`config.mk`:
```
export PLATFORM = sky130hd
export DESIGN_NAME = irq_request_ctrl
export DESIGN_NICKNAME = d
export VERILOG_FILES = /design/src/rtl/irq_request_ctrl.sv
export SDC_FILE = /design/constraint.sdc
export NUM_CORES = 1
export LEC_CHECK = 0
export CORE_UTILIZATION = 46
export CTS_CLUSTER_SIZE = 12
export DETAILED_ROUTE_END_ITERATION = 7
export GPL_TIMING_DRIVEN = 0
export HOLD_SLACK_MARGIN = 0.12
export PLACE_DENSITY = 0.89
export SLEW_MARGIN = 20
export SYNTH_ARGS = -nofsm -noshare
export SYNTH_HDL_FRONTEND = slang
export SYNTH_SLANG_ARGS = --single-unit
```
`constraint.sdc`:
```
create_clock -name clk -period 1.87 [get_ports clk]
set_clock_uncertainty 0.2 [all_clocks]
set_input_delay 0.2805 -clock clk [delete_from_list [all_inputs] [get_ports clk]]
set_output_delay 0.2805 -clock clk [all_outputs]
set_load 0.03 [all_outputs]
```
`src/rtl/irq_request_ctrl.sv`:
```
// irq_request_ctrl: synchronises the request lines and captures their rising edges
// as per-channel pending bits. The enabled pending set is arbitrated highest index
// first, and the winner is offered to the consumer over a valid/ready handshake.
// Build macro IRQ_OVERFLOW_EN adds sticky per-channel lost-event flags. When it is
// not defined, overflow is tied low and a repeat edge merges into the pending bit.
module irq_request_ctrl #(
  parameter int N_REQ       = 8,
  parameter int ID_W        = 3,
  parameter int SYNC_STAGES = 2
) (
  input  logic             clk,
  input  logic             rst_n,
  input  logic [N_REQ-1:0] req,
  input  logic [N_REQ-1:0] mask,
  input  logic             irq_ready,
  output logic             irq_valid,
  output logic [ID_W-1:0]  irq_id,
  output logic [N_REQ-1:0] pending,
  output logic [N_REQ-1:0] overflow
);

  typedef enum logic [1:0] {
    IDLE  = 2'd0,
    OFFER = 2'd1,
    CLEAR = 2'd2
  } state_t;

  state_t           state;
  logic [N_REQ-1:0] sync_q [SYNC_STAGES];
  logic [N_REQ-1:0] sync_prev;
  logic [N_REQ-1:0] req_edge;
  logic [N_REQ-1:0] elig;
  logic [N_REQ-1:0] ack_vec;
  logic [ID_W-1:0]  winner;
  logic             ack;

  // Synchronise the async request lines and keep one extra stage for edge detection
  always_ff @(posedge clk or negedge rst_n) begin
    if (!rst_n) begin
      for (int s = 0; s < SYNC_STAGES; s++) begin
        sync_q[s] <= '0;
      end
      sync_prev <= '0;
    end else begin
      sync_q[0] <= req;
      for (int s = 1; s < SYNC_STAGES; s++) begin
        sync_q[s] <= sync_q[s-1];
      end
      sync_prev <= sync_q[SYNC_STAGES-1];
    end
  end

  // A masked edge is dropped here, so it can never reach the pending vector
  assign req_edge = sync_q[SYNC_STAGES-1] & ~sync_prev & mask;
  assign elig     = pending & mask;
  assign ack      = (state == OFFER) & irq_ready;

  // Pick the highest set index of the eligible vector (later hits override earlier)
  always_comb begin
    winner = '0;
    for (int i = 0; i < N_REQ; i++) begin
      if (elig[i]) begin
        winner = ID_W'(i);
      end
    end
  end

  // One-hot of the channel being acknowledged this cycle
  always_comb begin
    ack_vec = '0;
    if (ack) begin
      ack_vec[irq_id] = 1'b1;
    end
  end

  // Pending bits: a new edge wins over the acknowledge of the same channel
  always_ff @(posedge clk or negedge rst_n) begin
    if (!rst_n) begin
      pending <= '0;
    end else begin
      pending <= (pending & ~ack_vec) | req_edge;
    end
  end

  // Offer FSM: IDLE and CLEAR both start a new offer when something is eligible
  always_ff @(posedge clk or negedge rst_n) begin
    if (!rst_n) begin
      state     <= IDLE;
      irq_valid <= 1'b0;
      irq_id    <= '0;
    end else begin
      case (state)
        IDLE, CLEAR: begin
          if (elig != '0) begin
            state     <= OFFER;
            irq_valid <= 1'b1;
            irq_id    <= winner;
          end else begin
            state     <= IDLE;
            irq_valid <= 1'b0;
          end
        end
        OFFER: begin
          if (irq_ready) begin
            state     <= CLEAR;
            irq_valid <= 1'b0;
          end
        end
        default: begin
          state     <= IDLE;
          irq_valid <= 1'b0;
        end
      endcase
    end
  end

`ifdef IRQ_OVERFLOW_EN
  // Sticky lost-event flags: repeat edge on a pending, un-acked channel sets; ack clears
  always_ff @(posedge clk or negedge rst_n) begin
    if (!rst_n) begin
      overflow <= '0;
    end else begin
      overflow <= (overflow & ~ack_vec) | (req_edge & pending & ~ack_vec);
    end
  end
`else
  assign overflow = '0;
`endif

endmodule
```
==> impl_metrics.tcl <==
set metrics [dict create \
    die_x_um 56.38 \
    drtAntennaViolNets 0 \
    path_delay_family "flip-flops" \
    tns_ns 0 \
    design_area_um2 1858 \
    final_common_cell "dfrtp_1" \
    numCtsBuffers 5 \
    hold_class "register to register" \
    grt_pass1_vias 890 \
    cp_cell_sequence "dlygate4sd2_1" \
    syn_inst 98 \
    worst_setup_path_start_kind "register" \
    vias 890 \
    clkTransAtPathRegs_ns 0.10 \
    final_cells 176 \
    cts_root_buf "clkbuf_4" \
    crit_type "register to primary output" \
    clkLatencyLatePin_ns 0.33 \
    cp_slowest_cell "dfrtp_1" \
    area_delta_synth_final_pct 36.61 \
    rsz0062_at_grt "no" \
    fin_crit_sh_pct 91.82 \
    cp.required_ns 1.39 \
    synth-main-ff-cell "dfrtp_1" \
    grt_max_degree 25 \
    p_leak_nw 0.8120 \
    dpl.cell_count 167 \
    clock-sinks 38 \
    via_per_inst 5.057 \
    portBuffers 30 \
    yosysWarnings 0 \
    avgRoutedWirePerCell_um 13.78 \
    firstDrtPassIters 4 \
    status "complete, no violations" \
    hold_slack_ns 0.1592 \
    critPathArrivalTime_ns 1.24 \
    clk_path_buf_depth 2 \
    syn_area_per_cell_um2 13.88 \
    dieArea_um2 3178 \
    finalMaxSlewViolations 0 \
    fin_ws_ns 0.1530 \
    die_y_um 56.38 \
    yosysUniqueCellTypes 22 \
    cp-end-kind "primary output" \
    layout_min_cycle_time_ns 1.717 \
    place_area_um2 1748 \
    ys_seq_area_share_pct 69.92 \
    final_cell_mix "dfrtp_1 (38), clkdlybuf4s50_1 (17), nand2_1 (13)" \
    core_um2 2781 \
    hold_viol 0 \
    wirelength_um 2426 \
    vdd_drop_max_v 0.001142 \
    p_per_area_nw_per_um2 1422 \
    finalPower_mw 2.643 \
    grt_antenna_before_repair 0 \
    async_reset_ff_share_pct 100.0 \
    nets 163 \
    gr-total-overflow 0 \
    grt_pass1_wl_um 4077 \
    drtIter0Drc 12 \
    ioPinCount 39 \
    row_count 19 \
    path_buf_inv 1 \
    fmax_ghz 0.5824 \
    setup_violations 0 \
    place_ws_ns 0.04315 \
    num-fill-cells 199 \
    final_util_pct 66.80 \
    max-cap-violations 0 \
    initial_core_util_pct 48.90 \
    place_congestion 0.7932 \
    num_antenna_cells 0 \
    cts_setup_buffers 0 \
    h-tree-depth 2 \
    synthesis.area_um2 1360 \
    cpPeakStageDelay_ns 0.48 \
    synth-edff-count 0 \
    cts_tree "built" \
    layout-drive-gt1-share_pct 17.93 \
    remaining_drc_errors 0 \
    ys_seq_elements 38 \
    track_usage_pct 17.39 \
    crit_fanout 7 \
]
## what timing repair did
item	CTS	global route
endpoints found under the setup margin	11	1
gates resized for setup	11	1
hold endpoints to repair	38	0
hold buffers	1	0
## metal layers
metal / vias to the layer above / part of all wire [%] / global-route usage (%)
li1: 420 / - / -
met1: 428 / 42 / 22.33
met2: 38 / 50 / 28.40
met3: 4 / 6.6 / 5.530
met4: 0 / 1.4 / 5.226
met5: - / 0 / 0
## synthesized netlist by cell type, drive strengths merged, types with 2 or more instances
cell / count / area, um^2
dfrtp: 38 / 950.9
nand2: 13 / 48.80
o21ai: 13 / 65.06
buf: 8 / 60.06
a22oi: 4 / 67.56
nand2b: 4 / 27.53
a31oi: 3 / 18.77
nor2: 3 / 11.26
o31ai: 2 / 15.01
## layout make-up
| cell class | count | area [um^2] | area share, % |
|---|---|---|---|
| Timing Repair Buffer | 32 | 321.6 | 17.31 |
| Buffer | 8 | 60.06 | 3.232 |
| Sequential cell | 38 | 950.9 | 51.18 |
| Clock inverter | 2 | 60.06 | 3.232 |
| Multi-Input combinational cell | 59 | 375.4 | 20.20 |
| Tap cell | 31 | 38.79 | 2.088 |
| Clock buffer | 6 | 51.30 | 2.761 |
## sequential cells by signal (all words and copies together), names as in the netlist
signal     count
pending        8
irq_valid      1
sync_prev      8
sync_q        16
state          2
irq_id         3
## final timing paths
check / start / slack [ns] / endpoint / depth (start not counted)
min in group asynchronous: rst_n / 0.18 / sync_q[14] / 2
max in group asynchronous: rst_n / 0.85 / pending[2] / 3
min: sync_q[9] / 0.16 / sync_q[1] / 0
max: irq_id[2] / 0.15 / irq_id[2] / 1
min reg2reg: sync_q[9] / 0.16 / sync_q[1] / 0
max reg2reg: state[0] / 0.40 / pending[3] / 4
## power by group
| part | switching [mW] | internal (mW) | total, mW |
|---|---|---|---|
| sequential | 0.169 | 0.971 | 1.14 |
| combinational | 0.480 | 0.314 | 0.795 |
| clock | 0.255 | 0.453 | 0.707 |
## logic make-up after synthesis
logic type | after synthesis | synth area share, %
other | 1 | 0.2757
AO/OA/AOI/OAI | 26 | 16.28
buffers and inverters | 8 | 4.416
flip-flops | 38 | 69.92
AND/OR/NAND/NOR | 25 | 9.108
Note: power is estimated with default switching activity, not from simulation.
